<file path="src/rtl/if_stage.sv">
// if_stage -- MIPS32 instruction-fetch stage.
//
// Owns the program counter, presents it to the combinational instruction
// ROM and captures the returned word into the IF/ID pipeline register.
// It handles sequential fetch, branch/jump redirect, exception vectoring,
// stall and flush.
//
// Ports:
//   clk             pipeline clock, rising-edge active
//   reset           asynchronous, active-low reset
//   stall           hold PC and IF/ID
//   flush           replace IF/ID with a bubble on the next edge
//   redirect_valid  taken branch/jump, target on redirect_pc
//   redirect_pc     redirect target (used verbatim, no alignment check)
//   exc_req         exception/interrupt accepted, vector to EXC_VECTOR
//   rom_addr        ROM address (equal to the current PC)
//   rom_data        ROM instruction word, valid in the same cycle
//   if_id_pc        PC of the instruction held in IF/ID
//   if_id_pc_plus4  sequential successor of if_id_pc
//   if_id_instr     instruction held in IF/ID
//   if_id_valid     1 = real instruction, 0 = bubble
module if_stage #(
  parameter logic [31:0] RESET_PC   = 32'h0000_0000,
  parameter logic [31:0] EXC_VECTOR = 32'h0000_0004,
  parameter logic [31:0] NOP_INSTR  = 32'h0000_0000
) (
  input  logic        clk,
  input  logic        reset,
  input  logic        stall,
  input  logic        flush,
  input  logic        redirect_valid,
  input  logic [31:0] redirect_pc,
  input  logic        exc_req,
  output logic [31:0] rom_addr,
  input  logic [31:0] rom_data,
  output logic [31:0] if_id_pc,
  output logic [31:0] if_id_pc_plus4,
  output logic [31:0] if_id_instr,
  output logic        if_id_valid
);

  localparam logic [0:0] ST_BOOT = 1'b0;
  localparam logic [0:0] ST_RUN  = 1'b1;

  logic [0:0]  state;
  logic [31:0] pc_p0;
  logic [31:0] pc_plus4_p0;
  logic [31:0] pc_p1;
  logic [31:0] pc4_p1;
  logic [31:0] instr_p1;
  logic        vld_p1;

  // Bit 31 is the supervisor flag: an increment never touches it, and the
  // carry out of bit 30 is dropped so the low half wraps within its mode.
  function automatic logic [31:0] inc_pc(input logic [31:0] pc);
    inc_pc = {pc[31], pc[30:0] + 31'd4};
  endfunction

  // ---- stage p0: fetch (PC drives the ROM directly) ----
  assign rom_addr    = pc_p0;
  assign pc_plus4_p0 = inc_pc(pc_p0);

  // ---- stage p1: IF/ID register ----
  // A bubble only rewrites instr/valid; if_id_pc and if_id_pc_plus4 keep
  // their old values because downstream EPC capture depends on them.
  always_ff @(posedge clk or negedge reset) begin
    if (!reset) begin
      state    <= ST_BOOT;
      pc_p0    <= RESET_PC;
      pc_p1    <= 32'h0000_0000;
      pc4_p1   <= 32'h0000_0000;
      instr_p1 <= NOP_INSTR;
      vld_p1   <= 1'b0;
    end else if (state == ST_BOOT) begin
      // One idle cycle so the first ROM word gets a full cycle of setup;
      // redirect and exception requests are ignored here.
      state    <= ST_RUN;
      instr_p1 <= NOP_INSTR;
      vld_p1   <= 1'b0;
    end else if (exc_req) begin
      pc_p0    <= EXC_VECTOR;
      instr_p1 <= NOP_INSTR;
      vld_p1   <= 1'b0;
    end else if (redirect_valid) begin
      // The word fetched this cycle is wrong-path and is dropped.
      pc_p0    <= redirect_pc;
      instr_p1 <= NOP_INSTR;
      vld_p1   <= 1'b0;
    end else begin
      if (!stall) begin
        pc_p0 <= pc_plus4_p0;
      end
      // flush wins over the stall hold, but only for IF/ID.
      if (flush) begin
        instr_p1 <= NOP_INSTR;
        vld_p1   <= 1'b0;
      end else if (!stall) begin
        pc_p1    <= pc_p0;
        pc4_p1   <= pc_plus4_p0;
        instr_p1 <= rom_data;
        vld_p1   <= 1'b1;
      end
    end
  end

  assign if_id_pc       = pc_p1;
  assign if_id_pc_plus4 = pc4_p1;
  assign if_id_instr    = instr_p1;
  assign if_id_valid    = vld_p1;

endmodule
</file>
<file path="config.mk">
export PLATFORM = sky130hd
export DESIGN_NAME = if_stage
export DESIGN_NICKNAME = d
export VERILOG_FILES = /design/src/rtl/if_stage.sv
export SDC_FILE = /design/constraint.sdc
export NUM_CORES = 1
export LEC_CHECK = 0
export CAP_MARGIN = 25
export CORE_ASPECT_RATIO = 1.1
export CORE_MARGIN = 2
export CORE_UTILIZATION = 61
export CTS_BUF_LIST = sky130_fd_sc_hd__clkbuf_8
export DETAILED_ROUTE_END_ITERATION = 10
export DONT_BUFFER_PORTS = 1
export GPL_TIMING_DRIVEN = 0
export HOLD_SLACK_MARGIN = 0.1
export PLACE_DENSITY = 0.82
export SLEW_MARGIN = 15
export SYNTH_ARGS = -nofsm -noshare
export SYNTH_HDL_FRONTEND = slang
export SYNTH_SLANG_ARGS = --single-unit
</file>
<file path="constraint.sdc">
create_clock -name clk -period 2.3 [get_ports clk]
set_input_delay 0.46 -clock clk [delete_from_list [all_inputs] [get_ports clk]]
set_output_delay 0.46 -clock clk [all_outputs]
set_load 0.1 [all_outputs]
</file>
==> insert_results.sql, run 1 <==
INSERT INTO impl_metrics (metric_group, metric, value, unit) VALUES
('placed_design', 'globalplace.congestion', '0.8996', ''),
('timing', 'fin_worst_skew', '10.88', 'ps'),
('clock_tree', 'worst_skew_pair.late_latency', '440', 'ps'),
('worst_setup_path', 'critPathLaunchType', 'register', ''),
('detailed_routing', 'post_dr_vias_cell', '6.269', ''),
('cells_and_area', 'layoutNonFillerInstCount', '780', ''),
('worst_setup_path', 'r2r_end', 'rom_addr[11]', ''),
('clock_tree', 'cts.clk_slew.worst_paths', '80', 'ps'),
('detailed_routing', 'postRouteAntennaNets', '0', ''),
('power', 'total_leakage_power', '0.003064', 'µW'),
('timing', 'maxSlewHeadroom', '29.79', '%'),
('status', 'failed_checks', 'negative hold slack', ''),
('clock_tree', 'tritoncts', 'done', ''),
('power', 'power_per_cell_area', '1030', 'mW/mm²'),
('worst_setup_path', 'worstPathBufferInverterCount', '1', ''),
('worst_setup_path', 'crit_path_top_delay_cell', 'sky130_fd_sc_hd__dfrtp_1', ''),
('cells_and_area', 'final_layout_size_suffix_gt1_share', '15.23', '%'),
('detailed_routing', 'dr.first_iter.drc_count', '479', ''),
('worst_setup_path', 'criticalPathCategory', 'reg -> out', ''),
('cells_and_area', 'area_delta_synth_final', '15.15', '%'),
('timing', 'hold_violations', '127', ''),
('detailed_routing', 'number_of_vias_in_the_routed_layout', '4890', ''),
('worst_setup_path', 'critical_path.top_delay_family', 'flip-flops', ''),
('cells_and_area', 'final.fill_count', '659', ''),
('timing', 'setup_slack', '35.94', 'ps'),
('worst_setup_path', 'critical_path_peak_fanout', '3', ''),
('logic_synthesis', 'synth.yosys.warnings', '0', ''),
('timing', 'max_freq', '441.7', 'MHz'),
('placed_design', 'dpl_worst_slack', '-410.9', 'ps'),
('global_route', 'antenna_found_initial', '0', ''),
('worst_setup_path', 'cp_cell_sequence', 'buf_4', ''),
('floorplan', 'fp.dieW', '97.23', 'µm'),
('cells_and_area', 'design.final.nets', '721', ''),
('worst_setup_path', 'setup_slack_of_the_most_critical_reg_to_reg_path', '50', 'ps'),
('worst_setup_path', 'required_time_of_the_worst_setup_path', '1840', 'ps'),
('status', 'status', 'finished, violations left', ''),
('worst_setup_path', 'worstPathArrival', '1800', 'ps'),
('logic_synthesis', 'postSynthRegisterBits', '127', ''),
('floorplan', 'core.rowCount', '37', ''),
('detailed_routing', 'total_routed_wirelength', '16570', 'µm'),
('detailed_routing', 'firstDrtPassIters', '5', ''),
('logic_synthesis', 'post_synth_inst_count', '620', ''),
('power', 'ir_drop', '0.4812', 'mV'),
('logic_synthesis', 'synthesized_net_count', '691', ''),
('logic_synthesis', 'post_synth_num_cell_types', '49', ''),
('placed_design', 'port_buffers', '0', ''),
('detailed_routing', 'detail_route.drc_violations', '0', ''),
('worst_hold_path', 'min_path_type', 'in -> async', ''),
('timing', 'max_slew.worst_pin.slew', '1053', 'ps'),
('clock_tree', 'htree_num_levels', '4', ''),
('floorplan', 'ioPinCount', '199', ''),
('flow_run', 'timing.max_cap.violations', '0', ''),
('global_route', 'first_global_vias', '4904', ''),
('logic_synthesis', 'postSynthAreaPerCell', '9.406', 'µm²'),
('timing', 'minimum_period_implied_by_the_final_worst_setup_slack', '2264', 'ps'),
('logic_synthesis', 'synthesis.area', '0.005832', 'mm²'),
('worst_setup_path', 'timing.critical_path.to_type', 'output pin', ''),
('worst_setup_path', 'setup.worst_path.start', 'if_id_pc[1]', ''),
('worst_setup_path', 'timing.rr.start', 'rom_addr[4]', ''),
('placed_design', 'hpwl', '11230', 'µm'),
('floorplan', 'dieHeight', '106.6', 'µm'),
('global_route', 'track_usage', '31.91', '%'),
('floorplan', 'start_util', '62.36', '%'),
('timing', 'final.period_utilization', '98.44', '%'),
('placed_design', 'dp.cells', '737', ''),
('detailed_routing', 'wl_per_cell', '21.25', 'µm'),
('floorplan', 'design.die.area', '0.01036', 'mm²'),
('global_route', 'grt_pass1_wl', '25470', 'µm'),
('clock_tree', 'clock_sinks', '127', ''),
('clock_tree', 'cts_buffer_depth', '2', ''),
('timing', 'final_setup_violating_endpoints', '0', ''),
('global_route', 'grt_start_max_net_pins', '128', ''),
('timing', 'unrepaired_setup_endpoints_after_global_routing', 'true', ''),
('worst_setup_path', 'cpPeakStageDelay', '950', 'ps'),
('cells_and_area', 'antenna_fix_cells', '0', ''),
('floorplan', 'floorplan.core_area', '0.009351', 'mm²'),
('clock_tree', 'root_buffer', 'sky130_fd_sc_hd__clkbuf_8', ''),
('worst_setup_path', 'timing.reg2reg.worst_path_depth', '7', ''),
('clock_tree', 'cts_inserted_buffers', '17', ''),
('logic_synthesis', 'synth-seq-area-share', '54.49', '%'),
('global_route', 'globalRoute.totalOverflow', '0', ''),
('timing', 'final.hold.worst_slack', '-283.8', 'ps'),
('timing', 'timing_max_transition_violations_final', '0', '');
## per-layer routing
metal / wire length [µm] / up-vias / global-route usage, % / share of wire, %
met5: 0 / - / 0 / 0
met4: 487 / 0 / 14.58 / 2.9
met3: 1979 / 50 / 12.43 / 12
met2: 8164 / 318 / 52.93 / 49
met1: 5942 / 2372 / 36.76 / 36
li1: - / 2150 / - / -
## worst max-delay path by stage
stage	cells past startpoint	endpoint	slack (ps)
floorplan	7	if_id_pc_plus4[28]	10
detailed placement	6	rom_addr[22]	-410
CTS	1	if_id_pc_plus4[1]	10
global route	6	rom_addr[11]	-120
finish	1	if_id_pc_plus4[1]	40
global placement	7	if_id_pc[25]	-340
## layout make-up
class / instances / area [µm²] / share of cell area, %
multi-input combinational: 432 / 2472 / 36.82
inverter: 10 / 37.54 / 0.5590
clock inverter: 12 / 191.4 / 2.851
buffer: 51 / 250.2 / 3.726
timing repair buffer: 11 / 95.09 / 1.416
clock buffer: 20 / 275.3 / 4.099
tap: 117 / 146.4 / 2.180
sequential: 127 / 3247 / 48.35
## power breakdown
part           switching, µW  internal [µW]
logic                    400            208
registers               1660           2420
clock network            865           1370
## what timing repair did
| item | in CTS | in global routing |
|---|---|---|
| pin swaps | 3 | 4 |
| buffers inserted | 6 | 5 |
| endpoints found under the hold margin | 127 | 127 |
| endpoints found under the setup margin | 38 | 36 |
| gates resized for setup | 25 | 36 |
## cells in the mapped netlist, drive strengths merged
| cell type | number | area [µm²] |
|---|---|---|
| xor2 | 12 | 105.1 |
| nor4 | 8 | 92.58 |
| nor3 | 7 | 40.04 |
| nand4 | 12 | 75.07 |
| conb | 1 | 3.750 |
| o22ai | 7 | 43.79 |
| nand3 | 21 | 110.1 |
| inv | 10 | 37.54 |
| a21oi | 17 | 85.08 |
| o31ai | 3 | 22.52 |
| xnor2 | 14 | 122.6 |
| a21boi | 1 | 7.510 |
| mux2i | 33 | 330.3 |
| o2bb2ai | 1 | 8.760 |
| and3 | 1 | 6.260 |
| a22oi | 10 | 75.07 |
| a21bo | 1 | 10.01 |
| and3b | 1 | 8.760 |
| o21bai | 1 | 7.510 |
| a31oi | 2 | 12.51 |
| clkbuf | 33 | 125.1 |
| a32oi | 1 | 8.760 |
| nand2 | 143 | 536.8 |
| dfrtp | 127 | 3178 |
| o311ai | 5 | 43.79 |
| and2 | 1 | 6.260 |
| a211oi | 1 | 7.510 |
| ha | 1 | 12.51 |
| o21a | 3 | 22.52 |
| or3 | 5 | 31.28 |
| nor2 | 51 | 193.9 |
| o211ai | 1 | 7.510 |
| o21ai | 59 | 295.3 |
| or2 | 1 | 6.260 |
| nand2b | 1 | 6.260 |
| a21o | 2 | 15.01 |
| nor3b | 1 | 7.510 |
| nand3b | 3 | 22.52 |
| buf | 18 | 100.1 |
## sequential cells by signal, indices dropped and copies added, names as in the netlist
name            count
if_id_instr        32
if_id_pc           32
if_id_pc_plus4     29
if_id_valid         1
rom_addr           32
state               1
## layout by cell type, fill, tap and decap left out, types with 5 or more instances in the layout
cell                        instances
sky130_fd_sc_hd__nor2_1            47
sky130_fd_sc_hd__inv_1             13
sky130_fd_sc_hd__nand4_1           12
sky130_fd_sc_hd__nor4_4             5
sky130_fd_sc_hd__nand3_1           19
sky130_fd_sc_hd__bufinv_16          5
sky130_fd_sc_hd__a22oi_1           10
sky130_fd_sc_hd__o21ai_0           55
sky130_fd_sc_hd__nand2_1          143
sky130_fd_sc_hd__o22ai_1            7
sky130_fd_sc_hd__a21oi_1           17
sky130_fd_sc_hd__nor3_1             5
sky130_fd_sc_hd__xnor2_1           14
sky130_fd_sc_hd__dfrtp_1          100
sky130_fd_sc_hd__xor2_1            11
sky130_fd_sc_hd__clkbuf_8          20
sky130_fd_sc_hd__or3_1              5
sky130_fd_sc_hd__buf_1              5
sky130_fd_sc_hd__clkbuf_1          28
sky130_fd_sc_hd__buf_2              5
sky130_fd_sc_hd__mux2i_1           33
sky130_fd_sc_hd__dfrtp_4           14
sky130_fd_sc_hd__dfrtp_2           13
sky130_fd_sc_hd__buf_4             17
## kinds of logic after synthesis
logic type / count (synthesis) / share of synthesized area, %
AOI/OAI and AO/OA: 115 / 11.54
xor gates and xnor gates: 26 / 3.905
adders and majority gates: 1 / 0.2145
buffers and inverters: 61 / 4.505
DFF: 127 / 54.49
muxes: 33 / 5.664
other: 1 / 0.06430
and+or+nand+nor: 256 / 19.61
## per-stage QoR
stage               TNS [ps]  area [µm²]  total power (µW)  hold WS [ps]  util [%]
floorplan                  0        5854              4514         164.4         -
global placement      -17030        6001              4641         167.7     64.17
detailed placement    -20350        6001              4673         167.6     64.17
CTS                        0        6591              6903        -303.7     70.48
global route          -128.8        6715              7097        -299.4     71.81
finish                     0        6715              6916        -283.8     71.81
Power figures use the tool's default switching activity.
==> run 2: changes to the inputs <==
Settings changed: CTS_CLUSTER_DIAMETER set to 150, MAX_ROUTING_LAYER set to met4.
==> run 2 against run 1 <==
  * The run still ends with negative hold slack left
  * Highest routed layer unchanged
  * Fmax rose by 0.66%
  * Combinational power down 2%
  * Total power down 0.58%
  * Flip-flop and latch count is the same
  * Critical path type is now reg -> reg
  * Global-route usage rose by 0.66 points
  * Sequential share of layout area up 0.57 points
==> insert_results.sql, run 2 (synthesis results as in run 1) <==
INSERT INTO impl_metrics (metric_group, metric, value, unit) VALUES
('detailed_routing', 'dr.first_iter.drc_count', '414', ''),
('global_route', 'track_usage', '32.57', '%'),
('global_route', 'grt_start_max_net_pins', '128', ''),
('clock_tree', 'tritoncts', 'done', ''),
('clock_tree', 'cts.clk_slew.worst_paths', '80', 'ps'),
('status', 'status', 'finished, violations left', ''),
('worst_setup_path', 'required_time_of_the_worst_setup_path', '2630', 'ps'),
('clock_tree', 'htree_num_levels', '4', ''),
('timing', 'minimum_period_implied_by_the_final_worst_setup_slack', '2249', 'ps'),
('cells_and_area', 'final.fill_count', '681', ''),
('timing', 'totalNegativeSetupSlack', '0', 'ps'),
('clock_tree', 'worst_skew_pair.late_latency', '440', 'ps'),
('placed_design', 'globalplace.congestion', '0.9174', ''),
('worst_hold_path', 'min_path_type', 'in -> async', ''),
('status', 'failed_checks', 'negative hold slack', ''),
('cells_and_area', 'area_delta_synth_final', '13.80', '%'),
('timing', 'final.period_utilization', '97.79', '%'),
('floorplan', 'core.rowCount', '37', ''),
('timing', 'final_setup_violating_endpoints', '0', ''),
('power', 'total_leakage_power', '0.003014', 'µW'),
('power', 'ir_drop', '0.5088', 'mV'),
('timing', 'fin_worst_skew', '10.07', 'ps'),
('global_route', 'grt_pass1_wl', '25190', 'µm'),
('detailed_routing', 'wl_per_cell', '20.89', 'µm'),
('floorplan', 'ioPinCount', '199', ''),
('floorplan', 'dieHeight', '106.6', 'µm'),
('cells_and_area', 'final_util', '70.97', '%'),
('detailed_routing', 'firstDrtPassIters', '9', ''),
('timing', 'max_slew.worst_pin.slew', '1063', 'ps'),
('timing', 'maxSlewHeadroom', '29.14', '%'),
('floorplan', 'floorplan.core_area', '0.009351', 'mm²'),
('global_route', 'antenna_found_initial', '0', ''),
('timing', 'timing_max_transition_violations_final', '0', ''),
('detailed_routing', 'postRouteAntennaNets', '0', ''),
('worst_setup_path', 'critical_path_peak_fanout', '10', ''),
('timing', 'final.hold.worst_slack', '-291.9', 'ps'),
('worst_setup_path', 'worstPathArrival', '2580', 'ps'),
('clock_tree', 'cts_inserted_buffers', '17', ''),
('cells_and_area', 'design.final.nets', '718', ''),
('power', 'report.power.total', '6876', 'µW'),
('detailed_routing', 'number_of_vias_in_the_routed_layout', '4851', ''),
('worst_setup_path', 'timing.critical_path.to_type', 'register', ''),
('worst_setup_path', 'critPathLaunchType', 'register', ''),
('timing', 'unrepaired_setup_endpoints_after_global_routing', 'true', ''),
('detailed_routing', 'total_routed_wirelength', '16230', 'µm'),
('flow_run', 'timing.max_cap.violations', '0', ''),
('clock_tree', 'cts_buffer_depth', '2', ''),
('floorplan', 'start_util', '62.36', '%'),
('global_route', 'first_global_vias', '4850', ''),
('worst_setup_path', 'criticalPathCategory', 'reg -> reg', ''),
('clock_tree', 'clock_sinks', '127', ''),
('cells_and_area', 'final_layout_size_suffix_gt1_share', '14.55', '%'),
('cells_and_area', 'antenna_fix_cells', '0', ''),
('detailed_routing', 'post_dr_vias_cell', '6.243', ''),
('timing', 'hold_violations', '127', ''),
('placed_design', 'hpwl', '11200', 'µm'),
('floorplan', 'design.die.area', '0.01036', 'mm²'),
('power', 'power_per_cell_area', '1036', 'mW/mm²'),
('timing', 'max_freq', '444.6', 'MHz'),
('detailed_routing', 'detail_route.drc_violations', '0', ''),
('cells_and_area', 'layout.cells.most_common_list', 'sky130_fd_sc_hd__nand2_1 (143), sky130_fd_sc_hd__dfrtp_1 (98), sky130_fd_sc_hd__o21ai_0 (57), sky130_fd_sc_hd__nor2_1 (49), sky130_fd_sc_hd__mux2i_1 (33)', ''),
('cells_and_area', 'layout.cells.most_common', 'sky130_fd_sc_hd__nand2_1', ''),
('global_route', 'globalRoute.totalOverflow', '0', ''),
('placed_design', 'port_buffers', '0', ''),
('clock_tree', 'root_buffer', 'sky130_fd_sc_hd__clkbuf_8', ''),
('floorplan', 'fp.dieW', '97.23', 'µm');
run 2: worst max-delay path, stage by stage, from the launching register on:
cell                      delay (ps)
sky130_fd_sc_hd__dfrtp_4         630
sky130_fd_sc_hd__buf_6           180
sky130_fd_sc_hd__nand4_1         220
sky130_fd_sc_hd__nor4_4          340
sky130_fd_sc_hd__buf_6           180
sky130_fd_sc_hd__nand4_1         180
sky130_fd_sc_hd__a21o_1          240
sky130_fd_sc_hd__a21o_1          170
run 2: worst paths after layout:
kind / slack (ps) / end / depth (start not counted) / start
max: 50 / rom_addr[27] / 7 / rom_addr[4]
min: -290 / if_id_pc[18] / 0 / reset
max reg2reg: 50 / rom_addr[27] / 7 / rom_addr[4]
min reg2reg: 580 / rom_addr[1] / 2 / rom_addr[1]
max in group asynchronous: 2450 / rom_addr[13] / 0 / reset
min in group clk: 150 / rom_addr[21] / 2 / redirect_pc[21]
run 2: layout make-up:
cell class	count	area [µm²]	share of cell area, %
sequential	127	3247	48.93
multi-input combinational	432	2441	36.78
clock buffer	18	247.7	3.733
buffer	51	240.2	3.620
clock inverter	14	216.5	3.262
tap	117	146.4	2.206
timing repair buffer	8	60.06	0.9050
inverter	10	37.54	0.5656
run 2: repair_timing:
action / in CTS / in global routing
setup endpoints to repair: 38 / 33
gates resized for setup: 25 / 22
pin swaps: 3 / 3
hold endpoints to repair: 127 / 127
buffers inserted: 6 / 2
run 2: where the power goes:
part | internal, µW | switching, µW
combinational | 204 | 391
clock | 1320 | 888
sequential | 2420 | 1650
total | 3940 | 2930
run 2: stage by stage:
step	std cells	area, µm²	worst slack [ps]
floorplan	620	5854	9.819
global placement	737	6001	-339.2
detailed placement	737	6001	-471.7
CTS	775	6585	0.2529
global route	777	6636	-51.71
finish	777	6636	50.82
run 2: routing by layer:
metal	share of wire (%)	global-route usage, %	up-vias
met4	3.5	13.10	0
met5	0	-	-
met3	12	13.41	46
met1	36	36.45	2349
met2	49	52.43	307
li1	-	-	2149
==> run 3: changes to the inputs <==
Settings changed: PLACE_DENSITY 0.82 to 0.77, SLEW_MARGIN 15 to 25.
==> run 3 against run 2 <==
  * The run still ends with negative hold slack left
  * Hold slack improved by 5.4 ps
  * Via count decreased by 1.8%
  * Non-clock buffer count is 2 higher
  * Count of clock-buffer cells in the layout down 1
  * Total power shrank 5.0%
  * Sequential share of layout area rose by 0.42 points
  * Die area stayed put
  * Critical path depth shrank 1
  * Clock power is 16% lower
  * Critical endpoint unchanged
  * Largest cell class unchanged
==> insert_results.sql, run 3 (synthesis results as in run 1) <==
INSERT INTO impl_metrics (metric_group, metric, value, unit) VALUES
('status', 'status', 'finished, violations left', ''),
('status', 'failed_checks', 'negative hold slack', ''),
('floorplan', 'floorplan.core_area', '0.009351', 'mm²'),
('worst_setup_path', 'timing.reg2reg.worst_path_depth', '6', ''),
('worst_setup_path', 'worstPathArrival', '2550', 'ps'),
('floorplan', 'dieHeight', '106.6', 'µm'),
('worst_hold_path', 'min_path_type', 'in -> async', ''),
('timing', 'timing_max_transition_violations_final', '0', ''),
('cells_and_area', 'final_util', '70.58', '%'),
('clock_tree', 'tritoncts', 'done', ''),
('worst_setup_path', 'required_time_of_the_worst_setup_path', '2620', 'ps'),
('placed_design', 'port_buffers', '0', ''),
('placed_design', 'globalplace.congestion', '0.9023', ''),
('global_route', 'first_global_vias', '4785', ''),
('cells_and_area', 'final_layout_size_suffix_gt1_share', '15.11', '%'),
('global_route', 'grt_start_max_net_pins', '128', ''),
('clock_tree', 'htree_num_levels', '4', ''),
('floorplan', 'fp.dieW', '97.23', 'µm'),
('detailed_routing', 'firstDrtPassIters', '5', ''),
('floorplan', 'design.die.area', '0.01036', 'mm²'),
('clock_tree', 'worst_skew_pair.late_latency', '440', 'ps'),
('clock_tree', 'cts_buffer_depth', '2', ''),
('worst_setup_path', 'timing.critical_path.to_type', 'register', ''),
('power', 'total_leakage_power', '0.002983', 'µW'),
('timing', 'maxSlewHeadroom', '28.24', '%'),
('timing', 'max_slew.worst_pin.slew', '1076', 'ps'),
('cells_and_area', 'design.final.nets', '720', ''),
('global_route', 'globalRoute.totalOverflow', '0', ''),
('cells_and_area', 'finish.instance_area', '0.006600', 'mm²'),
('floorplan', 'start_util', '62.36', '%'),
('power', 'ir_drop', '0.4499', 'mV'),
('global_route', 'antenna_found_initial', '0', ''),
('detailed_routing', 'number_of_vias_in_the_routed_layout', '4764', ''),
('clock_tree', 'root_buffer', 'sky130_fd_sc_hd__clkbuf_8', ''),
('worst_setup_path', 'r2r_end', 'rom_addr[27]', ''),
('detailed_routing', 'dr.first_iter.drc_count', '433', ''),
('detailed_routing', 'wl_per_cell', '20.37', 'µm'),
('timing', 'totalNegativeSetupSlack', '0', 'ps'),
('floorplan', 'core.rowCount', '37', ''),
('clock_tree', 'cts.clk_slew.worst_paths', '70', 'ps'),
('cells_and_area', 'area_delta_synth_final', '13.17', '%'),
('timing', 'max_freq', '449.9', 'MHz'),
('placed_design', 'hpwl', '11010', 'µm'),
('worst_setup_path', 'timing.rr.start', 'rom_addr[18]', ''),
('detailed_routing', 'total_routed_wirelength', '15890', 'µm'),
('floorplan', 'ioPinCount', '199', ''),
('placed_design', 'dpl_worst_slack', '-384.9', 'ps'),
('flow_run', 'timing.max_cap.violations', '0', ''),
('timing', 'hold_violations', '127', ''),
('placed_design', 'dpl_cell_area', '0.006001', 'mm²'),
('global_route', 'track_usage', '32.15', '%'),
('timing', 'fin_worst_skew', '10.64', 'ps'),
('timing', 'unrepaired_setup_endpoints_after_global_routing', 'true', ''),
('detailed_routing', 'detail_route.drc_violations', '0', ''),
('worst_setup_path', 'setup_slack_of_the_most_critical_reg_to_reg_path', '80', 'ps'),
('power', 'power_per_cell_area', '989.9', 'mW/mm²'),
('clock_tree', 'cts_inserted_buffers', '17', ''),
('clock_tree', 'clock_sinks', '127', ''),
('worst_setup_path', 'critPathLaunchType', 'register', ''),
('timing', 'final.hold.worst_slack', '-286.6', 'ps'),
('timing', 'final_setup_violating_endpoints', '0', ''),
('timing', 'minimum_period_implied_by_the_final_worst_setup_slack', '2223', 'ps'),
('power', 'report.power.total', '6533', 'µW'),
('detailed_routing', 'post_dr_vias_cell', '6.108', ''),
('detailed_routing', 'postRouteAntennaNets', '0', ''),
('cells_and_area', 'final.fill_count', '693', ''),
('worst_setup_path', 'criticalPathCategory', 'reg -> reg', ''),
('global_route', 'grt_pass1_wl', '25020', 'µm'),
('worst_setup_path', 'critical_path_peak_fanout', '8', ''),
('timing', 'final.period_utilization', '96.65', '%'),
('timing', 'setup_slack', '77.11', 'ps'),
('cells_and_area', 'layout.cells.most_common_list', 'sky130_fd_sc_hd__nand2_1 (143), sky130_fd_sc_hd__dfrtp_1 (98), sky130_fd_sc_hd__o21ai_0 (56), sky130_fd_sc_hd__nor2_1 (48), sky130_fd_sc_hd__mux2i_1 (33)', ''),
('cells_and_area', 'layout.cells.most_common', 'sky130_fd_sc_hd__nand2_1', '');
[run 3: critical path, cell delays in order (launching register included)]
cell,delay (ps)
sky130_fd_sc_hd__dfrtp_4,630
sky130_fd_sc_hd__buf_2,280
sky130_fd_sc_hd__nand4_1,290
sky130_fd_sc_hd__nor2_4,280
sky130_fd_sc_hd__nand4_1,210
sky130_fd_sc_hd__a21o_1,250
sky130_fd_sc_hd__a21o_1,180
[run 3: through the flow]
stage,cells,hold WS (ps)
after global routing,779,-315.7
after floorplan,620,164.4
after CTS,778,-310.6
after global placement,737,167.7
final,780,-286.6
after detailed placement,737,167.5
[run 3: worst max path at each step]
stage                       startpoint                  to  depth (start not counted)  slack, ps
after floorplan            rom_addr[2]  if_id_pc_plus4[28]                          7         10
after global placement     rom_addr[2]        rom_addr[22]                          6       -340
after detailed placement   rom_addr[2]        rom_addr[24]                          7       -380
after CTS                  if_id_pc[0]   if_id_pc_plus4[0]                          1          4
after global routing      rom_addr[12]        rom_addr[30]                          7         -2
final                     rom_addr[18]        rom_addr[27]                          6         80
[run 3: repair_timing]
| action | 4_1_cts | 5_1_grt |
|---|---|---|
| setup endpoints to repair | 40 | 29 |
| hold endpoints to repair | 127 | 127 |
| resized for setup | 24 | 38 |
| pin swaps | 3 | 3 |
| cloned | 0 | 0 |
| buffers inserted | 9 | 1 |
[run 3: metal layers]
layer | GRT usage (%) | part of all wire [%]
met1 | 38.86 | 38
met2 | 50.15 | 48
met3 | 12.03 | 11
met4 | 11.61 | 2.1
met5 | - | 0
[run 3: final cells by class]
class / count / area, µm² / area share (%)
Clock inverter: 15 / 147.6 / 2.237
Buffer: 51 / 251.5 / 3.810
Tap cell: 117 / 146.4 / 2.218
Sequential cell: 127 / 3257 / 49.35
Multi-Input combinational cell: 432 / 2449 / 37.10
Antenna cell: 1 / 2.502 / 0.03791
Timing Repair Buffer: 10 / 75.07 / 1.137
Inverter: 10 / 37.54 / 0.5687
Clock buffer: 17 / 234.0 / 3.545
[run 3: power breakdown]
group          switching, µW  total [µW]  leakage, µW  internal (µW)
combinational            388         595      0.00112            208
sequential              1650        4080      0.00167           2420
clock                    909        1860     0.000185            953
